[src/rtl/nor_mis_sweep.sv]
// nor_mis_sweep: self-stimulating NOR2 MIS skew sweep with edge counting per skew point.
// Glitch counting is built only when NOR_MIS_SWEEP_GLITCH_EN is defined.
module nor_mis_sweep #(
  parameter int CHAIN_DEPTH   = 11,
  parameter int OUT_DEPTH     = 6,
  parameter int MAX_SKEW      = 7,
  parameter int SETTLE_CYCLES = 8,
  parameter int REPEAT_W      = 8
) (
  input  logic                clk,
  input  logic                rst_n,
  input  logic                start,
  input  logic [REPEAT_W-1:0] rep_cnt,
  output logic                busy,
  output logic                stim_a,
  output logic                stim_b,
  output logic                mis_out,
  output logic                result_valid,
  output logic [7:0]          result_skew,
  output logic [15:0]         edge_cnt,
  output logic [REPEAT_W-1:0] glitch_cnt
);
  typedef enum logic [2:0] {IDLE, LAUNCH1, SKEW_WAIT, LAUNCH2, SETTLE, RECORD, REPORT, DONE} state_t;
  state_t state_q, state_d;
  logic [7:0] skew_q, skew_d, mag, tedge_q, tedge_d;
  logic [REPEAT_W-1:0] trial_q, trial_d, reps_q, reps_d;
  logic [15:0] cnt_q, cnt_d, edge_q, edge_d;
  logic [16:0] sum;
  logic stim_a_q, stim_a_d, stim_b_q, stim_b_d, sync1_q, sync2_q, prev_q, l1_q, cnt_en;
  logic [CHAIN_DEPTH:0] ch_a, ch_b;
  logic [OUT_DEPTH:0] ch_o;
  assign ch_a[0] = stim_a_q;
  assign ch_b[0] = stim_b_q;
  genvar i;
  for (i = 0; i < CHAIN_DEPTH; i++) begin : g_in
    assign ch_a[i+1] = ~(ch_a[i] | 1'b0);
    assign ch_b[i+1] = ~(1'b0 | ch_b[i]);
  end
  assign ch_o[0] = ~(ch_a[CHAIN_DEPTH] | ch_b[CHAIN_DEPTH]);
  for (i = 0; i < OUT_DEPTH; i++) begin : g_out
    assign ch_o[i+1] = ~(1'b0 | ch_o[i]);
  end
  assign mis_out = ch_o[OUT_DEPTH];
  assign mag = skew_q[7] ? 8'(-skew_q) : skew_q;
  always_comb begin
    state_d = state_q;
    skew_d  = skew_q;
    trial_d = trial_q;
    reps_d  = reps_q;
    cnt_d   = cnt_q;
    case (state_q)
      IDLE: if (start) begin
        state_d = LAUNCH1;
        skew_d  = 8'(-MAX_SKEW);
        trial_d = '0;
        reps_d  = (rep_cnt == '0) ? REPEAT_W'(1) : rep_cnt;
      end
      LAUNCH1: begin
        state_d = (mag > 8'd1) ? SKEW_WAIT : (mag != 8'd0) ? LAUNCH2 : SETTLE;
        cnt_d   = (mag > 8'd1) ? 16'(mag) - 16'd2 : 16'(SETTLE_CYCLES - 1);
      end
      SKEW_WAIT: begin
        state_d = (cnt_q == '0) ? LAUNCH2 : SKEW_WAIT;
        cnt_d   = cnt_q - 16'd1;
      end
      LAUNCH2: begin
        state_d = SETTLE;
        cnt_d   = 16'(SETTLE_CYCLES - 1);
      end
      SETTLE: begin
        state_d = (cnt_q == '0) ? RECORD : SETTLE;
        cnt_d   = cnt_q - 16'd1;
      end
      RECORD: begin
        state_d = (trial_q == reps_q - 1'b1) ? REPORT : LAUNCH1;
        trial_d = trial_q + 1'b1;
      end
      REPORT: begin
        state_d = (skew_q == 8'(MAX_SKEW)) ? DONE : LAUNCH1;
        skew_d  = (skew_q == 8'(MAX_SKEW)) ? skew_q : skew_q + 8'd1;
        trial_d = '0;
      end
      default: state_d = IDLE;
    endcase
  end
  // Stimuli are set on entry to the launch states, so the toggle is visible in the launch cycle itself.
  always_comb begin
    stim_a_d = (state_d == REPORT) ? 1'b0 : stim_a_q;
    stim_b_d = (state_d == REPORT) ? 1'b0 : stim_b_q;
    if (state_d == LAUNCH1) begin
      stim_a_d = ~skew_d[7] ? ~trial_d[0] : stim_a_d;
      stim_b_d = (skew_d[7] || skew_d == '0) ? ~trial_d[0] : stim_b_d;
    end
    if (state_d == LAUNCH2) begin
      stim_a_d = skew_q[7] ? ~trial_q[0] : stim_a_d;
      stim_b_d = ~skew_q[7] ? ~trial_q[0] : stim_b_d;
    end
  end
  // The cycle after LAUNCH1 is masked: any edge flagged there was launched before this trial.
  assign cnt_en  = (state_q == SKEW_WAIT || state_q == LAUNCH2 || state_q == SETTLE) && !l1_q;
  assign tedge_d = (state_q == LAUNCH1) ? '0 :
                   (cnt_en && (sync2_q ^ prev_q) && ~&tedge_q) ? tedge_q + 8'd1 : tedge_q;
  assign sum     = {1'b0, edge_q} + 17'(tedge_q);
  assign edge_d  = (state_q == LAUNCH1 && trial_q == '0) ? '0 :
                   (state_q == RECORD) ? (sum[16] ? 16'hFFFF : sum[15:0]) : edge_q;
  always_ff @(posedge clk) begin
    if (!rst_n) begin
      state_q  <= IDLE;
      skew_q   <= '0;
      trial_q  <= '0;
      reps_q   <= '0;
      cnt_q    <= '0;
      stim_a_q <= 1'b0;
      stim_b_q <= 1'b0;
      sync1_q  <= 1'b0;
      sync2_q  <= 1'b0;
      prev_q   <= 1'b0;
      l1_q     <= 1'b0;
      tedge_q  <= '0;
      edge_q   <= '0;
    end else begin
      state_q  <= state_d;
      skew_q   <= skew_d;
      trial_q  <= trial_d;
      reps_q   <= reps_d;
      cnt_q    <= cnt_d;
      stim_a_q <= stim_a_d;
      stim_b_q <= stim_b_d;
      sync1_q  <= mis_out;
      sync2_q  <= sync1_q;
      prev_q   <= sync2_q;
      l1_q     <= (state_q == LAUNCH1);
      tedge_q  <= tedge_d;
      edge_q   <= edge_d;
    end
  end
`ifdef NOR_MIS_SWEEP_GLITCH_EN
  logic [REPEAT_W-1:0] glitch_q, glitch_d;
  assign glitch_d = (state_q == LAUNCH1 && trial_q == '0) ? '0 :
                    (state_q == RECORD && tedge_q > 8'd1 && ~&glitch_q) ? glitch_q + 1'b1 : glitch_q;
  always_ff @(posedge clk) begin
    if (!rst_n) glitch_q <= '0;
    else glitch_q <= glitch_d;
  end
  assign glitch_cnt = glitch_q;
`else
  assign glitch_cnt = '0;
`endif
  assign busy         = (state_q != IDLE);
  assign stim_a       = stim_a_q;
  assign stim_b       = stim_b_q;
  assign result_valid = (state_q == REPORT);
  assign result_skew  = skew_q;
  assign edge_cnt     = edge_q;
endmodule

[config.mk]
export PLATFORM = sky130hd
export DESIGN_NAME = nor_mis_sweep
export DESIGN_NICKNAME = d
export VERILOG_FILES = /design/src/rtl/nor_mis_sweep.sv
export SDC_FILE = /design/constraint.sdc
export NUM_CORES = 1
export LEC_CHECK = 0
export CAP_MARGIN = 20
export CORE_UTILIZATION = 45
export DETAILED_ROUTE_END_ITERATION = 7
export GPL_TIMING_DRIVEN = 0
export HOLD_SLACK_MARGIN = 0.12
export PLACE_DENSITY_LB_ADDON = 0.2
export SLEW_MARGIN = 10
export SYNTH_ARGS = -nofsm -noshare
export SYNTH_HDL_FRONTEND = slang
export SYNTH_SLANG_ARGS = --single-unit
[constraint.sdc]
create_clock -name clk -period 6.3 [get_ports clk]
set_input_delay 0.63 -clock clk [delete_from_list [all_inputs] [get_ports clk]]
set_output_delay 0.63 -clock clk [all_outputs]
set_load 0.01 [all_outputs]
# --- Word-level counts from Yosys, hierarchy flattened ---
# Cells that the tools add are included.
# W data, S select, Z words.
totals:
  reg_bits: 73
  in_bits: 11
  output_inout_bits: 37
  wordCells: 95
classes:
  addsub: 8
  n_lt_le_gt_ge: 1
  eq_ne: 12
  n_mux: 28
  bitwise: 8
  reduce_logical: 24
ops:
  columns: ["cell", "n"]
  rows:
  - ["$pmux W16 S3", 1]
  - ["$mux W8", 5]
  - ["$mux W16", 2]
  - ["$add A8 B1 Y8 const B", 3]
  - ["$logic_not A8 Y1", 3]
  - ["$pmux W8 S3", 1]
  - ["$pmux W3 S7", 1]
  - ["$add A16 B8 Y17", 1]
  - ["$logic_not A16 Y1", 1]
  - ["$pmux W8 S2", 1]
  - ["$sub A16 B1 Y16 const B", 1]
  - ["$mux W3", 5]
  - ["$eq A3 B3 Y1 const B", 4]
  - ["$mux W1", 12]
  - ["$eq A3 B2 Y1 const B", 3]
  - ["$reduce_bool A3 Y1", 3]
  - ["$sub A8 B2 Y9 const B", 1]
  - ["$eq A8 B3 Y1 const B", 1]
  - ["$eq A8 B8 Y1", 1]
  - ["$gt A8 B1 Y1 const B", 1]
  - ["$neg A8 Y8", 1]
  - ["$reduce_and A8 Y1", 1]
  - ["$reduce_bool A8 Y1", 1]
  - ["$sub A8 B1 Y8 const B", 1]
  - ["other kinds (11)", 26]

# --- Logic depth before layout (Yosys ltp) ---
# Gate-level depths: netlist (run 1).
depth:
  depth_word: 12
  depth_mapped: 13
  ltp_nobuf: 12

# --- Least setup slack after synthesis (run 1) ---
# OpenSTA, ideal clock, no wires.
synth_timing:
  path_type: "flip-flop to flip-flop"
  startpoint: "register skew_q[0], in the netlist result_skew[0]"
  endpoint: "register stim_b_q, in the netlist stim_b"
  setup_ns: 0.073
  arrival_time_ns: 2.897
  required_ns: 6.227
  path_slack_ns: 3.329
  path_stages_with_launch: 12
  path_buffers: 1
  synth_period_minus_slack_ns: 2.971
  path_cell_list: "dfxtp_1 buf_2 inv_1 ha_1 or4bb_1 o31a_1 a221oi_2 o221ai_1 a21oi_2 mux2_4 a2bb2oi_1 nor3_2"
synth_between:
  elab_chain_cells: 12
  elab_cells_between_ends: 23
  cone_classes: "2 x add/sub; 1 x order compare; 4 x eq/ne; 13 x mux; 3 x reduce/logical"
synth_rtl:
  columns: ["item", "line_no", "text"]
  rows:
  - ["start, declared", "25", "logic [7:0] skew_q, skew_d, mag, tedge_q, tedge_d;"]
  - ["start signal, assigned", "123", "skew_q <= skew_d;"]
  - ["parallel branches: the longest is 11 deep, another holds $neg A8 Y8", null, null]
  - ["$mux W1 (*)", "94", "if (state_d == LAUNCH2) begin"]
  - ["end signal, assigned", "128", "stim_b_q <= stim_b_d;"]
  - ["end, declared", "29", "logic stim_a_q, stim_a_d, stim_b_q, stim_b_d, sync1_q, sync2_q, prev_q, l1_q, cnt_en;"]
# Every way passes the cells marked *.
# A chain may end at the register's enable or synchronous reset.

# --- Worst setup path in the final report (run 1) ---
# Same ends and word-level chain as after synthesis.

==> results of run 1 <==
==> cell families (layout without fill, tap and decap cells) <==
| group | Yosys count | count (layout) |
|---|---|---|
| simple gates | 236 | 236 |
| compound gates | 157 | 157 |
| flops | 73 | 73 |
| buf+inv | 65 | 120 |
| xor+xnor | 42 | 42 |
| fa+ha+maj | 18 | 18 |
| mux | 8 | 8 |
| other cells | 1 | 8 |
==> registers in the layout (all words and copies together), names as in the netlist <==
register     count
sync2_q          1
stim_b           1
prev_q           1
edge_cnt        16
trial_q          8
tedge_q          8
l1_q             1
sync1_q          1
state_q          3
result_skew      8
cnt_q           16
stim_a           1
reps_q           8
==> area by class of cell <==
| cell class | instances | area [µm²] | share of cell area (%) |
|---|---|---|---|
| Sequential cell | 73 | 1460 | 26.7 |
| Multi-Input combinational cell | 469 | 3000 | 54.8 |
| Timing Repair Buffer | 40 | 395 | 7.22 |
| Clock inverter | 5 | 32.5 | 0.594 |
| Tap cell | 133 | 166 | 3.04 |
| Buffer | 38 | 178 | 3.25 |
| Inverter | 27 | 101 | 1.85 |
| Clock buffer | 10 | 138 | 2.51 |
==> power by group through the flow <==
stage	logic [mW]	registers [mW]	clock network (mW)
5_1_grt	0.773	0.571	0.358
3_3_place_gp	0.673	0.570	0
4_1_cts	0.690	0.562	0.337
3_5_place_dp	0.686	0.573	0
6_report	0.698	0.564	0.330
2_1_floorplan	0.517	0.566	0
==> cell usage in the layout (no fill, tap or decap), drive strengths merged, types with 3 or more instances in the layout <==
cell and instances:
inv 27, nand3 15, clkinvlp 3, xor2 17, o21ai 40, nor4 10
ha 17, or4 5, mux2 3, nor2 46, clkdlybuf4s50 39, o2111ai 3
buf 13, nand3b 4, o221ai 3, nand2 65, a21oi 47, o221a 9
xnor2 25, nor3b 3, a2bb2oi 4, and3 13, dfxtp 73, o211a 4
o21a 5, nor2b 6, nor3 22, or3 9, mux2i 5, nand2b 5
o31a 3, a211oi 5, and2 11, nor4b 5, nand4 8, clkbuf 36
a31oi 12, conb 8
==> how the worst max path moves through the flow <==
| stage | from | endpoint |
|---|---|---|
| 5_1_grt | result_skew[7]$_SDFF_PN0_ | cnt_q[7]$_SDFFE_PN0P_ |
| 3_3_place_gp | start | stim_b$_SDFF_PN0_ |
| 2_1_floorplan | result_skew[0]$_SDFF_PN0_ | stim_b$_SDFF_PN0_ |
| 3_5_place_dp | start | stim_b$_SDFF_PN0_ |
| 6_report | result_skew[0]$_SDFF_PN0_ | stim_b$_SDFF_PN0_ |
| 4_1_cts | result_skew[0]$_SDFF_PN0_ | stim_b$_SDFF_PN0_ |
==> through the flow <==
stage	worst slack (ns)	util, %
final	3.00	55.0
after global routing	2.82	55.0
after CTS	3.01	54.9
after detailed placement	2.89	53.2
after global placement	2.90	53.2
after floorplan	3.33	-
==> cell usage after synthesis (all sizes together), types with 4 or more instances <==
| cell type | n |
|---|---|
| a211oi | 5 |
| a21oi | 47 |
| a2bb2oi | 4 |
| a31oi | 12 |
| and2 | 11 |
| and3 | 13 |
| buf | 13 |
| clkbuf | 25 |
| dfxtp | 73 |
| ha | 17 |
| inv | 27 |
| mux2i | 5 |
| nand2 | 65 |
| nand2b | 5 |
| nand3 | 15 |
| nand3b | 4 |
| nand4 | 8 |
| nor2 | 46 |
| nor2b | 6 |
| nor3 | 22 |
| nor4 | 10 |
| nor4b | 5 |
| o211a | 4 |
| o21a | 5 |
| o21ai | 40 |
| o221a | 9 |
| or3 | 9 |
| or4 | 5 |
| xnor2 | 25 |
| xor2 | 17 |
==> worst max-delay path, delay by kind of cell, from the launching register on <==
kind                     cells  cell delay [ns]
adder cells (fa/ha/maj)      1             0.30
flip-flops                   1             0.36
AND/OR/NAND/NOR              2             0.66
AO/OA/AOI/OAI                5             1.21
buffers and inverters        2             0.37
multiplexers                 1             0.33
==> layer usage <==
layer	global-route usage, %	wire length [µm]	vias to the layer above
met2	36.4	5610	117
met4	7.86	136	0
met3	3.26	448	16
li1	-	-	2274
met5	0	0	-
met1	29.4	5650	2095
==> results_dict.tcl, run 1 <==
set metrics [dict create \
    status "finished, final reports clean" \
    grt_pass1_vias 4064 \
    tritoncts "yes" \
    muxShareOfSynthArea_pct 1.86 \
    initial_core_util_pct 47.4 \
    clock-sinks 73 \
    endpoint_kind "register" \
    synth-async-reset-ratio_pct 0 \
    total_power_mw 1.59 \
    cts_made_buffers 9 \
    cp-start-kind "register" \
    pwr-share-comb_pct 43.9 \
    synthSimpleGateAreaFrac_pct 26.1 \
    synth_area_leaders "dfxtp_1, nand2_1, a21oi_1, xnor2_1, ha_1" \
    grt_overflow_total 0 \
    hold_buffers 0 \
    post_cts_resized 0 \
    worstSkewPairLatency_ns 0.35 \
    path_max_fanout 10 \
    avgSynthCellArea_um2 7.86 \
    hold_class "register to register" \
    yosys.area_share.adder_pct 4.94 \
    die_w_um 104 \
    fin_tns_setup_ns 0 \
    cts_root_buffer "clkbuf_8" \
    max_stage_delay_ns 0.52 \
    grt_usage_pct 22.2 \
    drtAntennaViolNets 0 \
    post-route-min-period_ns 3.30 \
    ys_seq_area_share_pct 31.0 \
    irDropWorstVdd_mv 0.115 \
    hold_start "sync1_q$_SDFF_PN0_" \
    drive_gt1_share_pct 7.55 \
    antenna_found_initial 0 \
    cts_buffer_depth 2 \
    die_area_mm2 0.0109 \
    reg2reg_slack_ns 3.00 \
    reg2reg_from "result_skew[0]$_SDFF_PN0_" \
    p_seq_share_pct 35.4 \
    worst_pin_slew_ns 0.761 \
    netlist.area_leader.share_pct 31.0 \
    stdcell_count 795 \
    fp.coreArea_mm2 0.00995 \
    synth-xor-area-share_pct 7.80 \
    relSlewSlack_pct 49.0 \
    ys_warn_count 0 \
    top_level_ports 48 \
    power.leakage_nw 2.04 \
    routabilityCongestion 0.870 \
    drt-total-wl_um 11800 \
    post_cts_buffers 0 \
    hold_end "sync2_q$_SDFF_PN0_" \
    synth_top_flop_cell "dfxtp_1" \
    die_y_um 104 \
    dpl_cell_area_mm2 0.00530 \
    synth_top_family_by_area "simple AND/OR/NAND/NOR gates" \
    p_sw_uw 645 \
    synth_cell_type_count 70 \
    antenna_cells 0 \
    hpwl_um 8720 \
    syn2layout_area_growth_pct 16.1 \
    fill_cells 954 \
    rows 36 \
    finalCritPeriodShare_pct 52.3 \
    vias_per_cell 5.66 \
    synth_area_leader_cell "dfxtp_1" \
    internal_power_uw 947 \
    max_freq_mhz 303 \
    syn_inst 600 \
    drt_iter0_markers 320 \
    syn_area_mm2 0.00471 \
    num-nets-final 687 \
    rsz0062_at_grt "false" \
    vias 4502 \
    cp.required_ns 6.58 \
    port_buffers 39 \
    netSwitchingFraction_pct 40.5 \
    clk_pin_slew_worst_paths_ns 0.08 \
    postLayoutCellArea_mm2 0.00547 \
    dp_cells 779 \
    fin_skew_ns 0.0112 \
    grt_max_degree 13 \
    ctsHtreeMaxLevel 3 \
    finalSetupViolCount 0 \
    path_cells "buf_2, inv_1, ha_1, or4bb_1, o31a_1, a221oi_2, o221ai_1, a21oi_2, mux2_4, a2bb2oi_1, nor3_2" \
    drc 0 \
    synth_seq_cells 73 \
    slowest_stage "or4bb_1" \
    min_path_cells 1 \
    synth_compound_area_share_pct 22.3 \
    pwr-share-clk_pct 20.7 \
    power.density_mw_per_mm2 291 \
    r2r_end "stim_b$_SDFF_PN0_" \
    grt_pass1_wl_um 19800 \
    reg2regPathDepth 11 \
    synth-edff-count 0 \
    routedWlPerCell_um 14.9 \
    finalHoldViolCount 0 \
    hold-worst-slack_ns 0.438 \
    slew_viol_final 0 \
    first_pass_iters 5 \
    critical_path_arrival_ns 3.58 \
    path_class "register to register" \
    max-cap-violations 0 \
]
Note: power is estimated with default switching activity, not from simulation.
==> inputs of run 2 (changes only) <==
Clock period 6.3 ns to 2.95 ns, I/O delays scaled along.
==> run 2 against run 1 <==
Combinational power is 130% higher. Cell count grew 1.4%. Via count up 1.7%. Die area unchanged. Routed wire length is 2.5% higher. Critical path type unchanged. Largest power group unchanged. Highest routed layer unchanged.
==> results_dict.tcl, run 2 (synthesis gave the netlist of run 1 again) <==
set metrics [dict create \
    layout.cells.most_common "dfxtp_1" \
    power.leakage_nw 2.16 \
    grt_pass1_wl_um 19800 \
    grt_usage_pct 22.1 \
    clock-sinks 73 \
    worstSkewPairLatency_ns 0.36 \
    finalHoldViolCount 0 \
    finalCritPeriodShare_pct 99.7 \
    drive_gt1_share_pct 12.0 \
    layout_common_cells "dfxtp_1, nand2_1, nor2_1" \
    hpwl_um 8740 \
    cp_common_cell "buf_6" \
    critPathLaunch "result_skew[0]$_SDFF_PN0_" \
    vias_per_cell 5.68 \
    setup_slack_ns 0.0101 \
    fin_util_pct 57.8 \
    endpoint_kind "register" \
    pre_cts_slack_ns -0.353 \
    syn2layout_area_growth_pct 22.1 \
    critical_path_arrival_ns 3.18 \
    irDropWorstVdd_mv 0.375 \
    routedWlPerCell_um 15.1 \
    die_w_um 104 \
    ctsHtreeMaxLevel 3 \
    max_freq_mhz 340 \
    cts_made_buffers 9 \
    cts_root_buffer "clkbuf_8" \
    postLayoutCellArea_mm2 0.00576 \
    reg2reg_slack_ns 0.01 \
    die_area_mm2 0.0109 \
    hold-worst-slack_ns 0.443 \
    worst_pin_slew_ns 0.818 \
    reg2reg_from "result_skew[0]$_SDFF_PN0_" \
    cp.required_ns 3.19 \
    cp.buffers_inverters 3 \
    antenna_found_initial 0 \
    vias 4578 \
    drc 0 \
    path_max_fanout 7 \
    hold_buffers 0 \
    fin_skew_ns 0.0159 \
    cp-start-kind "register" \
    fin_tns_setup_ns 0 \
    clk_pin_slew_worst_paths_ns 0.08 \
    relSlewSlack_pct 45.2 \
    post-route-min-period_ns 2.94 \
    max_stage_delay_ns 0.48 \
    grt_pass1_vias 4161 \
    path_cells "buf_6, inv_6, ha_4, or4bb_1, o31a_1, a221oi_2, o221ai_2, a21oi_4, buf_6, mux2i_1, a2bb2oi_1, nor2_1" \
    slew_viol_final 0 \
    grt_overflow_total 0 \
    port_buffers 39 \
    first_pass_iters 7 \
    path_class "register to register" \
    grt_max_degree 14 \
    power.density_mw_per_mm2 660 \
    routabilityCongestion 0.881 \
    hold_start "sync1_q$_SDFF_PN0_" \
    rows 36 \
    finalSetupViolCount 0 \
    drtAntennaViolNets 0 \
    initial_core_util_pct 47.4 \
    fill_cells 948 \
    status "finished, final reports clean" \
    rsz0062_at_grt "true" \
    max-cap-violations 0 \
    tritoncts "yes" \
    dpl_cell_area_mm2 0.00530 \
    top_level_ports 48 \
    drt_iter0_markers 188 \
    fp.coreArea_mm2 0.00995 \
    cp_top_family "compound AO/OA/AOI/OAI gates" \
    slowest_stage "or4bb_1" \
    die_y_um 104 \
    cts_buffer_depth 2 \
    num-nets-final 697 \
    hold_class "register to register" \
    drt-total-wl_um 12100 \
    antenna_cells 0 \
]
## run 2: metrics by stage
stage	std cells	total power, mW
3_3_place_gp	779	2.66
5_1_grt	806	4.03
6_report	806	3.80
2_1_floorplan	607	2.32
4_1_cts	798	3.73
3_5_place_dp	779	2.69
## run 2: power breakdown
part	internal, mW	switching (mW)
Clock	0.588	0.402
Combinational	0.681	0.917
Sequential	1.10	0.117
Total	2.36	1.44
## run 2: worst paths after layout
check	cells after the start	endpoint
worst min-delay path	1	sync2_q$_SDFF_PN0_
worst max register to register	12	stim_a$_SDFF_PN0_
worst min register to register	1	sync2_q$_SDFF_PN0_
worst max-delay path	12	stim_a$_SDFF_PN0_
## run 2: area by class of cell
cell class	count	area (µm²)	area share (%)
Buffer	37	194	3.37
Clock buffer	10	138	2.39
Clock inverter	6	115	2.00
Inverter	27	106	1.85
Multi-Input combinational cell	469	3090	53.6
Sequential cell	73	1470	25.6
Tap cell	133	166	2.89
Timing Repair Buffer	51	482	8.37
## run 2: repair_timing
action | in CTS | in global routing
gates resized for setup | 13 | 22
pin swaps | 2 | 7
buffers inserted | 3 | 8
setup endpoints to repair | 11 | 20
## run 2: metal layers
layer  part of all wire [%]  wire, µm  vias to the layer above  track usage [%]
li1                       -         -                     2291                -
met3                    4.5       543                       18             4.89
met2                     49      5910                       99             37.5
met1                     45      5500                     2170             27.6
met4                    1.5       185                        0             7.45
met5                      0         0                        -                0
==> inputs of run 3 (changes only) <==
Settings changed: ABC_AREA set to 1.
==> run 3 against run 2 <==
Power fell by 15%. Clock power fell by 21%. Routed wire length decreased by 5.3%. Register-to-register slack improved by 0.40 ns.
==> results_dict.tcl, run 3 <==
set metrics [dict create \
    grt_pass1_wl_um 19700 \
    worstSkewPairLatency_ns 0.35 \
    max_freq_mhz 394 \
    ctsHtreeMaxLevel 3 \
    cp-start-kind "register" \
    path_max_fanout 5 \
    cp.required_ns 3.19 \
    tritoncts "yes" \
    synth_commonest_cells "nand2_1, inv_1, nor2_1, dfxtp_1, o21ai_0" \
    cts_buffer_depth 2 \
    top_usage_layer "met2" \
    syn2layout_area_growth_pct 16.3 \
    die_w_um 105 \
    cts_root_buffer "clkbuf_8" \
    synth-async-reset-ratio_pct 0 \
    drtAntennaViolNets 0 \
    r2r_end "edge_cnt[14]$_SDFFE_PP0N_" \
    grt_overflow_total 0 \
    synth_most_common_cell "nand2_1" \
    routedWlPerCell_um 12.5 \
    syn_area_mm2 0.00476 \
    critical_path_arrival_ns 2.78 \
    power.leakage_nw 2.51 \
    total_power_mw 3.24 \
    die_y_um 105 \
    reg2regPathDepth 13 \
    fin_skew_ns 0.00922 \
    slew_viol_final 0 \
    drc 0 \
    vias_per_cell 5.19 \
    clk_pin_slew_worst_paths_ns 0.08 \
    drt_iter0_markers 254 \
    routabilityCongestion 0.915 \
    hold_end "sync2_q$_SDFF_PN0_" \
    clock-sinks 73 \
    hold_class "register to register" \
    grt_max_degree 12 \
    ys_seq_area_share_pct 30.7 \
    antenna_found_initial 0 \
    ys_warn_count 0 \
    finalHoldViolCount 0 \
    status "finished, final reports clean" \
    fin_util_pct 53.9 \
    initial_core_util_pct 46.3 \
    netlist.area_leader.share_pct 30.7 \
    max-cap-violations 0 \
    finalCritPeriodShare_pct 86.1 \
    synth_top_flop_cell "dfxtp_1" \
    rsz0062_at_grt "false" \
    synth_seq_cells 73 \
    antenna_cells 0 \
    hold_start "sync1_q$_SDFF_PN0_" \
    setup_slack_ns 0.411 \
    rows 37 \
    synth-edff-count 0 \
    layout_common_cells "nand2_1, inv_1, nor2_1" \
    avgSynthCellArea_um2 6.56 \
    pre_cts_slack_ns 0.302 \
    min_path_cells 2 \
    cts_made_buffers 9 \
    top_level_ports 48 \
    use_met3_pct 2.68 \
    endpoint_kind "register" \
    power.density_mw_per_mm2 585 \
    syn_inst 726 \
    met1_usage_pct 26.9 \
    worst_pin_slew_ns 0.641 \
    drive_gt1_share_pct 9.26 \
    reg2reg_from "tedge_q[0]$_SDFFE_PP0P_" \
    use_met2_pct 37.7 \
    finalSetupViolCount 0 \
    relSlewSlack_pct 56.9 \
    layout.cells.most_common "nand2_1" \
    drt-total-wl_um 11500 \
    synth_area_leader_cell "dfxtp_1" \
    reg2reg_slack_ns 0.41 \
    fp.coreArea_mm2 0.0103 \
    fin_tns_setup_ns 0 \
    post_cts_buffers 0 \
    synth_cell_type_count 41 \
    post-route-min-period_ns 2.54 \
    die_area_mm2 0.0110 \
    synth_area_leaders "dfxtp_1, nand2_1, inv_1, nor2_1, o21ai_0" \
    critPathLaunch "tedge_q[0]$_SDFFE_PP0P_" \
    path_class "register to register" \
    grt_usage_pct 21.9 \
    port_buffers 39 \
    hpwl_um 8910 \
    grt_pass1_vias 4517 \
    num-nets-final 812 \
    vias 4796 \
    irDropWorstVdd_mv 0.301 \
    first_pass_iters 4 \
    fill_cells 1021 \
]
==> run 3: cell count changes after synthesis, moves of 9 or more <==
cell | previous run | this run
and2_1 | 11 | 0
and3_1 | 13 | 0
clkbuf_1 | 25 | 7
inv_1 | 27 | 88
nand2_1 | 65 | 149
nand3_1 | 15 | 54
nand4_1 | 8 | 18
nor2_1 | 46 | 84
nor3_1 | 19 | 8
o21ai_0 | 25 | 60
o21ai_1 | 15 | 3
o221a_2 | 9 | 0
or3_1 | 9 | 0
xnor2_1 | 25 | 9
==> run 3: critical path, cell delays in order (launching register included) <==
cell	delay, ns
dfxtp_1	0.43
ha_1	0.23
inv_1	0.07
fa_1	0.41
o21ai_1	0.27
nand2_1	0.11
o211ai_1	0.15
nand3_1	0.16
nor2_2	0.19
nand3_1	0.12
nand2_1	0.07
nand2_1	0.04
o21ai_1	0.12
inv_1	0.04
==> run 3: area by class of cell <==
cell class | instances | area [µm²] | area share (%)
clock buffer | 13 | 149 | 2.69
clock inverter | 3 | 40.0 | 0.723
inverter | 97 | 365 | 6.60
sequential | 73 | 1460 | 26.4
tap | 136 | 170 | 3.07
buffer | 24 | 144 | 2.60
multi-input combinational | 539 | 2820 | 50.9
timing repair buffer | 39 | 390 | 7.05
==> run 3: logic make-up (layout without fill, tap and decap cells) <==
group	Yosys count	in the layout	synth area share (%)
XOR/XNOR	23	23	4.23
buffers and inverters	121	176	10.7
other	1	8	0.0788
flip-flops	73	73	30.7
AO/OA/AOI/OAI	131	131	14.4
AND/OR/NAND/NOR	359	359	35.0
adder cells (fa/ha/maj)	18	18	4.89
==> run 3: layer usage <==
metal | up-vias | part of all wire, %
li1 | 2476 | -
met1 | 2208 | 47
met2 | 88 | 47
met3 | 24 | 3.1
met4 | 0 | 2.5
met5 | - | 0
==> run 3: where the power goes <==
group / leakage, nW / switching [mW] / internal, mW
combinational: 1.82 / 0.757 / 0.469
clock: 0.0974 / 0.371 / 0.413
sequential: 0.595 / 0.125 / 1.10
==> run 3: repair_timing <==
item | CTS | global route
resized for setup | 0 | 1
endpoints found under the setup margin | 0 | 1
hold buffers | 0 | 0
==> run 3: how the worst max path moves through the flow <==
| stage | end | slack [ns] |
|---|---|---|
| 3_5_place_dp | edge_cnt[14]$_SDFFE_PP0N_ | 0.30 |
| 2_1_floorplan | edge_cnt[14]$_SDFFE_PP0N_ | 0.68 |
| 5_1_grt | edge_cnt[14]$_SDFFE_PP0N_ | 0.09 |
| 4_1_cts | edge_cnt[14]$_SDFFE_PP0N_ | 0.26 |
| 3_3_place_gp | edge_cnt[14]$_SDFFE_PP0N_ | 0.32 |
| 6_report | edge_cnt[14]$_SDFFE_PP0N_ | 0.41 |
==> run 3: metrics by stage <==
step / cell area, µm² / hold WS (ns) / cells
after global placement: 5350 / 0.401 / 908
after floorplan: 4790 / 0.390 / 733
after CTS: 5540 / 0.436 / 924
after global routing: 5540 / 0.454 / 924
after detailed placement: 5350 / 0.419 / 908
final: 5540 / 0.425 / 924
